==> config.mk <==
export PLATFORM = sky130hd
export DESIGN_NAME = int_ctrl
export DESIGN_NICKNAME = d
export VERILOG_FILES = /design/src/rtl/int_ctrl.sv
export SDC_FILE = /design/constraint.sdc
export NUM_CORES = 1
export LEC_CHECK = 0
export ABC_AREA = 1
export ABC_CLOCK_PERIOD_IN_PS = 1600
export CAP_MARGIN = 20
export CORE_AREA = 8 8 88 90
export CTS_BUF_LIST = sky130_fd_sc_hd__clkbuf_8
export CTS_CLUSTER_DIAMETER = 120
export CTS_CLUSTER_SIZE = 10
export DETAILED_ROUTE_END_ITERATION = 10
export DIE_AREA = 0 0 96 98
export GPL_TIMING_DRIVEN = 0
export HOLD_SLACK_MARGIN = 0.15
export PLACE_DENSITY_LB_ADDON = 0.05
export SLEW_MARGIN = 0
export SYNTH_ARGS = -nofsm -noshare
export SYNTH_HDL_FRONTEND = slang
export SYNTH_SLANG_ARGS = --single-unit
==> constraint.sdc <==
create_clock -name clk -period 1.6 [get_ports clk]
set_input_delay 0.32 -clock clk [delete_from_list [all_inputs] [get_ports clk]]
set_output_delay 0.32 -clock clk [all_outputs]
set_load 0.005 [all_outputs]
==> src/rtl/int_ctrl.sv <==
// Programmable interrupt controller: edge/level latching, masking and single-bit
// priority nesting of up to six sources, presented to CP0 as hwint[5:0].
module int_ctrl #(
    parameter int N_SRC = 6
) (
    input  logic             clk,
    input  logic             reset,
    input  logic             sel,
    input  logic [1:0]       addr,
    input  logic [3:0]       byteen,
    input  logic [31:0]      wdata,
    output logic [31:0]      rdata,
    input  logic [N_SRC-1:0] irq_in,
    output logic [5:0]       hwint,
    output logic [N_SRC-1:0] irq_ack
);

    typedef enum logic [1:0] {
        REG_PEND = 2'd0,
        REG_MASK = 2'd1,
        REG_MODE = 2'd2,
        REG_CTRL = 2'd3
    } reg_e;

    logic [N_SRC-1:0] r_irq_q, r_pend, r_mask, r_mode, r_isr, r_ack;

    logic             w_top_any, w_valid, w_wr0, w_claim, w_eoi, w_unused;
    logic [2:0]       w_top, w_best;
    logic [N_SRC-1:0] w_above, w_elig, w_claim_oh, w_eoi_oh, w_w1c, w_rise, w_pend_nxt;
    logic [5:0]       w_isr6, w_elig6;

    // NOTE: every always_comb output gets a default first so no path leaves it
    // unassigned, which would otherwise infer a latch.
    always_comb begin
        w_top   = 3'd0;
        w_above = '0;
        for (int i = 0; i < N_SRC; i++) begin
            if (r_isr[i]) w_top = 3'(i);
        end
        w_top_any = |r_isr;
        for (int i = 0; i < N_SRC; i++) begin
            w_above[i] = !w_top_any || (3'(i) > w_top);
        end
    end

    assign w_elig  = r_pend & r_mask & w_above;
    assign w_valid = |w_elig;

    always_comb begin
        w_best = 3'd0;
        for (int i = 0; i < N_SRC; i++) begin
            if (w_elig[i]) w_best = 3'(i);
        end
    end

    // Only byte lane 0 carries register bits and commands.
    assign w_wr0   = sel && byteen[0];
    assign w_eoi   = w_wr0 && (addr == REG_CTRL) && wdata[1] && w_top_any;
    assign w_claim = w_wr0 && (addr == REG_CTRL) && wdata[0] && !wdata[1] && w_valid;
    assign w_w1c   = (w_wr0 && (addr == REG_PEND)) ? wdata[N_SRC-1:0] : '0;
    assign w_rise  = irq_in & ~r_irq_q;

    always_comb begin
        w_claim_oh = '0;
        w_eoi_oh   = '0;
        for (int i = 0; i < N_SRC; i++) begin
            w_claim_oh[i] = w_claim && (w_best == 3'(i));
            w_eoi_oh[i]   = w_eoi && (w_top == 3'(i));
        end
    end

    // Edge bits: a fresh edge beats a same-cycle clear. Level bits follow the line.
    assign w_pend_nxt = (r_mode & ((r_pend & ~(w_w1c | w_claim_oh)) | w_rise))
                      | (~r_mode & irq_in);

    // NOTE: state registers use non-blocking assignments so every flop samples
    // the pre-edge values regardless of statement order.
    always_ff @(posedge clk) begin
        if (reset) begin
            r_irq_q <= '0;
            r_pend  <= '0;
            r_mask  <= '0;
            r_mode  <= '1;
            r_isr   <= '0;
            r_ack   <= '0;
        end else begin
            r_irq_q <= irq_in;
            r_pend  <= w_pend_nxt;
            r_isr   <= (r_isr | w_claim_oh) & ~w_eoi_oh;
            r_ack   <= w_eoi_oh;
            if (w_wr0 && (addr == REG_MASK)) r_mask <= wdata[N_SRC-1:0];
            if (w_wr0 && (addr == REG_MODE)) r_mode <= wdata[N_SRC-1:0];
        end
    end

    always_comb begin
        w_isr6  = '0;
        w_elig6 = '0;
        w_isr6[N_SRC-1:0]  = r_isr;
        w_elig6[N_SRC-1:0] = w_elig;
    end

    always_comb begin
        rdata = '0;
        if (sel) begin
            case (addr)
                REG_PEND: rdata = 32'(r_pend);
                REG_MASK: rdata = 32'(r_mask);
                REG_MODE: rdata = 32'(r_mode);
                REG_CTRL: rdata = {w_valid, 17'd0, w_isr6, 5'd0, w_best};
                default:  rdata = '0;
            endcase
        end
    end

    assign hwint    = w_elig6;
    assign irq_ack  = r_ack;
    assign w_unused = ^{wdata, byteen};

endmodule
==> results.py, run 1 <==
metrics = {
    "pwr": {
        "p_per_area_mw_per_mm2": 664,
        "pwr-share-seq_pct": 49.2,
        "leakagePower_uw": 0.00152,
        "power_uw": 1940,
        "comb_power_share_pct": 16.0,
        "p_sw_share_pct": 27.1,
        "p_sw_uw": 525,
        "vdd_drop_max_uv": 526,
        "power.internal_uw": 1420,
        "clkPwrFrac_pct": 34.7,
    },
    "finish": {
        "drive_gt1_share_pct": 31.3,
        "finalNonFillerCells": 463,
        "insertedDiodeCount": 0,
        "layout.nets": 429,
        "syn_to_final_growth_pct": 48.1,
        "finish.utilization_pct": 45.0,
    },
    "placement": {
        "place_inst": 435,
        "gp_congestion": 0.851,
        "numPortBuffers": 42,
        "pre_cts_ws_ns": -0.839,
        "hpwl_mm": 4.49,
    },
    "synth": {
        "synth_top_area_share_pct": 36.5,
        "syn_area_mm2": 0.00197,
        "synthTopCellsByCount": "nand2_1 (74), nor2_1 (43), inv_1 (39)",
        "synth_area_leaders": "dfxtp_1 (37%), nand2_1 (14%), nor2_1 (8.2%)",
        "synth_edf_count": 0,
        "async_flop_share_pct": 0,
        "ys_seq_area_share_pct": 36.5,
        "synth_ff_type": "dfxtp_1",
        "syn_inst": 295,
        "synth_most_common_cell": "nand2_1",
        "yosys_register_bits": 36,
        "synth_area_leader_cell": "dfxtp_1",
        "syn_area_per_cell_um2": 6.69,
        "ys_warn_count": 0,
        "yosys.cell_types.count": 26,
    },
    "floorplanning": {
        "core_mm2": 0.00649,
        "die_area_mm2": 0.00941,
        "die_w_um": 96,
        "initial_core_util_pct": 30.4,
        "die_h_um": 98,
        "ios": 91,
        "num_rows": 30,
    },
    "route": {
        "postRouteAntennaNets": 0,
        "via_count": 2006,
        "firstDrtPassIters": 4,
        "drc": 0,
        "wire_per_inst_um": 13.1,
        "drtIter0Drc": 69,
        "vias_per_cell": 4.33,
        "wirelength_mm": 6.07,
    },
    "worst_setup_path": {
        "crit_required_ns": 1.28,
        "cp-start-kind": "flip-flop",
        "setup.worst_path.class": "flip-flop to output port",
        "cp_common_cell": "nand2_2",
        "timing.rr.end": "r_pend[2]",
        "slowest_stage": "dfxtp_4",
        "path_max_fanout": 3,
        "worstRegToRegCells": 9,
        "worstPathCellList": "nor2_4, buf_6, nand2_4, nor2_4, nand2_2, nand2_2, nand2_2, nand2_2, nand2_2, a21oi_2, buf_2",
        "worst_setup_path_end_kind": "output port",
        "cp_slowest_stage_delay_ns": 0.36,
        "r2r-start": "r_isr[5]",
        "reg2reg_setup_slack_ns": -0.05,
        "arrival_ns": 1.68,
    },
    "clock_tree": {
        "numCtsBuffers": 5,
        "clock-sinks": 36,
        "clk_pin_slew_ns": 0.07,
        "htreeDepth": 2,
        "clk_path_buf_depth": 2,
        "root_buffer": "clkbuf_8",
        "tritoncts": "yes",
        "holdBufCountCts": 0,
        "worstSkewPairLatency_ns": 0.30,
    },
    "global_routing": {
        "grtUsageTotal_pct": 13.6,
        "grt_pass1_wl_mm": 9.96,
        "antenna_found_initial": 0,
        "grt_pass1_vias": 2046,
        "grt_start_max_net_pins": 11,
        "gr-total-overflow": 0,
    },
    "status": {
        "violations": "setup timing",
        "outcome": "complete, but fails checks",
    },
    "sta": {
        "fmax_ghz": 0.501,
        "final_max_slew_viol_count": 0,
        "period_share_pct": 125,
        "period_needed_ns": 2.00,
        "worst_hold_slack_ns": 0.467,
        "rsz0062_at_grt": "true",
        "worst_slack_ns": -0.396,
        "hold_viol": 0,
        "clock_skew_ns": 0.00641,
        "setup_viol": 11,
    },
    "worst_hold_path": {
        "holdPathStages": 3,
        "min_from": "r_irq_q[4]",
        "holdPathEnd": "r_pend[4]",
        "holdCritPathClass": "flip-flop to flip-flop",
    },
    "run": {
        "max_cap_violations": 0,
    },
}
==> sequential cells by signal, indices dropped and copies added (netlist names) <==
name,count
r_isr,6
r_mask,6
r_pend,6
r_irq_q,6
r_mode,6
irq_ack,6
==> cell families (layout without fill, tap and decap cells) <==
kind of cell | count (synthesis) | after routing | synth area share (%)
and+or+nand+nor | 161 | 161 | 37.8
DFF | 36 | 36 | 36.5
AOI/OAI and AO/OA | 28 | 28 | 8.75
other | 1 | 19 | 0.190
buffers and inverters | 69 | 139 | 16.7
==> final cells by class <==
type                       count  area (µm²)
tap                           80         100
clock inverter                 2        7.51
fill                         687        3570
inverter                      47         176
timing repair buffer          62         557
multi-input combinational    208        1110
buffer                        22         158
clock buffer                   6        82.6
sequential                    36         737
==> routing by layer <==
| layer | track usage [%] | wire length (µm) | up-vias |
|---|---|---|---|
| met4 | 6.15 | 129 | 0 |
| met3 | 2.99 | 347 | 12 |
| met1 | 15.8 | 2670 | 889 |
| met5 | 0 | 0 | - |
| li1 | - | - | 1056 |
| met2 | 22.7 | 2920 | 49 |
==> worst max path at each step <==
| stage | startpoint | to | slack [ns] | depth (start not counted) |
|---|---|---|---|---|
| 6_report | r_isr[5] | rdata[0] | -0.40 | 11 |
| 5_1_grt | r_isr[5] | rdata[0] | -0.48 | 11 |
| 4_1_cts | r_isr[4] | hwint[4] | -0.42 | 6 |
| 3_5_place_dp | addr[0] | rdata[1] | -0.84 | 6 |
| 3_3_place_gp | addr[0] | rdata[1] | -0.85 | 6 |
| 2_1_floorplan | r_isr[5] | rdata[0] | 0.10 | 9 |
==> power groups by stage <==
stage                     combinational [µW]  sequential, µW  clock (µW)
after global placement                   279             978           0
after global routing                     347             960         723
final                                    312             956         674
after floorplan                          168             970           0
after detailed placement                 279             978           0
after CTS                                302             957         689
==> metrics by stage <==
step / cell area (µm²) / TNS [ns]
after floorplan: 2040 / 0
after global placement: 2560 / -22.42
final: 2920 / -2.54
after global routing: 2920 / -3.76
after CTS: 2880 / -2.99
after detailed placement: 2560 / -22.39
==> worst max-delay path: cells and delay by family (launching register included) <==
| family | cells | cell delay (ns) |
|---|---|---|
| AOI/OAI and AO/OA | 1 | 0.14 |
| buffers and inverters | 2 | 0.26 |
| DFF | 1 | 0.36 |
| and+or+nand+nor | 8 | 0.61 |
==> layout by cell type (no fill, tap or decap), drive strengths merged, types with 7 or more instances in the layout <==
master          n
o211ai          7
dfxtp          36
conb           19
a21oi           7
inv            49
buf            48
clkdlybuf4s50  23
clkbuf         10
nand2          81
dlygate4sd2     8
o21ai          10
nand3          19
nand4           8
nor2           52
==> what timing repair did <==
| item | CTS | global route |
|---|---|---|
| setup endpoints to repair | 47 | 30 |
| gates resized for setup | 78 | 29 |
| buffers inserted | 20 | 2 |
| pin swaps | 12 | 12 |
Power figures use the tool's default switching activity.
==> run 2: changes to the inputs <==
--- a/config.mk
+++ b/config.mk
@@ -11,7 +11,6 @@
 export CORE_AREA = 8 8 88 90
 export CTS_BUF_LIST = sky130_fd_sc_hd__clkbuf_8
 export CTS_CLUSTER_DIAMETER = 120
-export CTS_CLUSTER_SIZE = 10
 export DETAILED_ROUTE_END_ITERATION = 10
 export DIE_AREA = 0 0 96 98
 export GPL_TIMING_DRIVEN = 0
==> constraint.sdc (replaced) <==
create_clock -name clk -period 1.6 [get_ports clk]
set_input_delay 0.32 -clock clk [delete_from_list [all_inputs] [get_ports clk]]
set_output_delay 0.32 -clock clk [all_outputs]
set_load 0.02 [all_outputs]
==> run 2 against run 1 <==
  * The run still ends with setup timing left
  * Combinational power rose by 15%
  * Clock power fell by 2%
  * Count of clock-buffer cells in the layout did not move
  * Routed wire length fell by 2.8%
  * First-iteration DRC count rose by 14%
  * Design area fell by 0.98%
  * Clock skew fell by 0.0045 ns
  * Utilization fell by 0.44 points
  * Sequential power barely moved
  * Via count barely moved
  * Global-route usage fell by 0.65 points
  * Critical path type unchanged
==> results.py, run 2 (synthesis gave the netlist of run 1 again) <==
metrics = {
    "status": {
        "outcome": "complete, but fails checks",
        "violations": "setup timing",
    },
    "clock_tree": {
        "numCtsBuffers": 5,
        "clk_path_buf_depth": 2,
        "worstSkewPairLatency_ns": 0.29,
        "clk_pin_slew_ns": 0.07,
        "tritoncts": "yes",
        "htreeDepth": 2,
        "root_buffer": "clkbuf_8",
        "clock-sinks": 36,
    },
    "route": {
        "vias_per_cell": 4.30,
        "wirelength_mm": 5.91,
        "drtIter0Drc": 79,
        "wire_per_inst_um": 12.7,
        "firstDrtPassIters": 4,
        "via_count": 2005,
        "postRouteAntennaNets": 0,
        "drc": 0,
    },
    "sta": {
        "period_needed_ns": 1.97,
        "final_max_slew_viol_count": 0,
        "setup_viol": 8,
        "clock_skew_ns": 0.00191,
        "period_share_pct": 123,
        "fin_setup_tns_ns": -1.66,
        "fmax_ghz": 0.507,
        "worst_slack_ns": -0.372,
        "hold_viol": 0,
        "rsz0062_at_grt": "true",
    },
    "worst_setup_path": {
        "cp_top_family": "simple AND/OR/NAND/NOR gates",
        "worst_setup_path_end_kind": "output port",
        "cp_common_cell": "nand2_1",
        "crit_buf_inv": 3,
        "arrival_ns": 1.65,
        "slowest_stage": "dfxtp_2",
        "crit_required_ns": 1.28,
        "worstPathCellList": "nor2_4, buf_6, nand3_4, nand2_4, nand2_1, inv_1, nand2_1, a41oi_2, buf_4",
        "setup.worst_path.class": "flip-flop to output port",
        "path_max_fanout": 5,
        "cp-start-kind": "flip-flop",
        "cp_slowest_stage_delay_ns": 0.34,
    },
    "global_routing": {
        "grt_pass1_wl_mm": 9.49,
        "gr-total-overflow": 0,
        "grt_start_max_net_pins": 11,
        "grt_pass1_vias": 1949,
        "antenna_found_initial": 0,
        "grtUsageTotal_pct": 12.9,
    },
    "finish": {
        "insertedDiodeCount": 0,
        "layout.nets": 432,
        "finish.utilization_pct": 44.6,
        "mostFrequentLayoutCells": "nand2_1 (70), buf_4 (44), inv_1 (39), nor2_1 (39), dfxtp_1 (34)",
        "drive_gt1_share_pct": 30.8,
        "syn_to_final_growth_pct": 46.6,
        "layout_commonest_cell": "nand2_1",
        "final_cell_area_mm2": 0.00290,
    },
    "pwr": {
        "power_uw": 1980,
        "p_per_area_mw_per_mm2": 684,
        "vdd_drop_max_uv": 305,
        "leakagePower_uw": 0.00150,
    },
    "floorplanning": {
        "die_area_mm2": 0.00941,
        "num_rows": 30,
        "core_mm2": 0.00649,
        "die_h_um": 98,
        "initial_core_util_pct": 30.4,
        "die_w_um": 96,
        "ios": 91,
    },
    "placement": {
        "place_area_mm2": 0.00258,
        "numPortBuffers": 42,
        "gp_congestion": 0.823,
        "hpwl_mm": 4.54,
    },
    "run": {
        "max_cap_violations": 0,
    },
    "worst_hold_path": {
        "holdCritPathClass": "flip-flop to flip-flop",
    },
}
==> run 2: changes by cell type in the layout (fill, tap and decap cells not counted), moves of 2 or more <==
cell and change:
buf_4 +8, dlygate4sd2_1 -8, dfxtp_1 +7, dfxtp_2 -5
clkdlybuf4s50_1 -3, buf_2 +2, clkdlybuf4s15_2 +2, dfxtp_4 -2
inv_1 +2, inv_2 -2, nand2_1 +2, nand2_2 -2
nor2_1 +2
==> run 2: area by class of cell <==
class / count / area [µm²]
Tap cell: 80 / 100
Buffer: 22 / 158
Timing Repair Buffer: 65 / 553
Clock inverter: 2 / 7.51
Fill cell: 720 / 3600
Inverter: 47 / 176
Sequential cell: 36 / 723
Multi-Input combinational cell: 208 / 1090
Clock buffer: 6 / 82.6
==> run 2: through the flow <==
step	std cells	hold slack [ns]	worst slack (ns)
after CTS	455	0.474	-0.388
after global routing	466	0.506	-0.480
after floorplan	313	0.403	-0.0645
after global placement	435	0.453	-0.989
final	466	0.471	-0.372
after detailed placement	435	0.457	-0.990
==> run 2: layer usage <==
| layer | global-route usage, % | vias up | share of wire (%) |
|---|---|---|---|
| met5 | 0 | - | 0 |
| met4 | 4.38 | 0 | 1.4 |
| met3 | 4.07 | 7 | 8.0 |
| met2 | 20.7 | 54 | 46 |
| met1 | 15.7 | 873 | 45 |
| li1 | - | 1071 | - |
==> run 2: where the power goes <==
part	switching, µW	total [µW]	internal [µW]
clock	322	660	339
sequential	28.6	959	931
combinational	203	359	156
==> run 2: what timing repair did <==
action,4_1_cts,5_1_grt
endpoints found under the hold margin,0,0
setup buffers,12,11
resized for setup,104,26
hold buffers,0,0
pin swaps,7,7
setup endpoints to repair,47,41
==> run 2: path summary, 6_finish.rpt <==
check	from	endpoint	slack, ns	cells past startpoint
setup / recovery	r_isr[5]	rdata[1]	-0.37	9
hold / removal	r_irq_q[4]	r_pend[4]	0.47	3
setup reg to reg	r_isr[5]	r_pend[1]	0.04	11
hold reg to reg	r_irq_q[4]	r_pend[4]	0.47	3
==> run 2: worst reg2reg max path, delay by kind of cell (launching register included) <==
kind	cells	cell delay (ns)
DFF	1	0.34
buffers and inverters	2	0.21
and+or+nand+nor	9	0.91
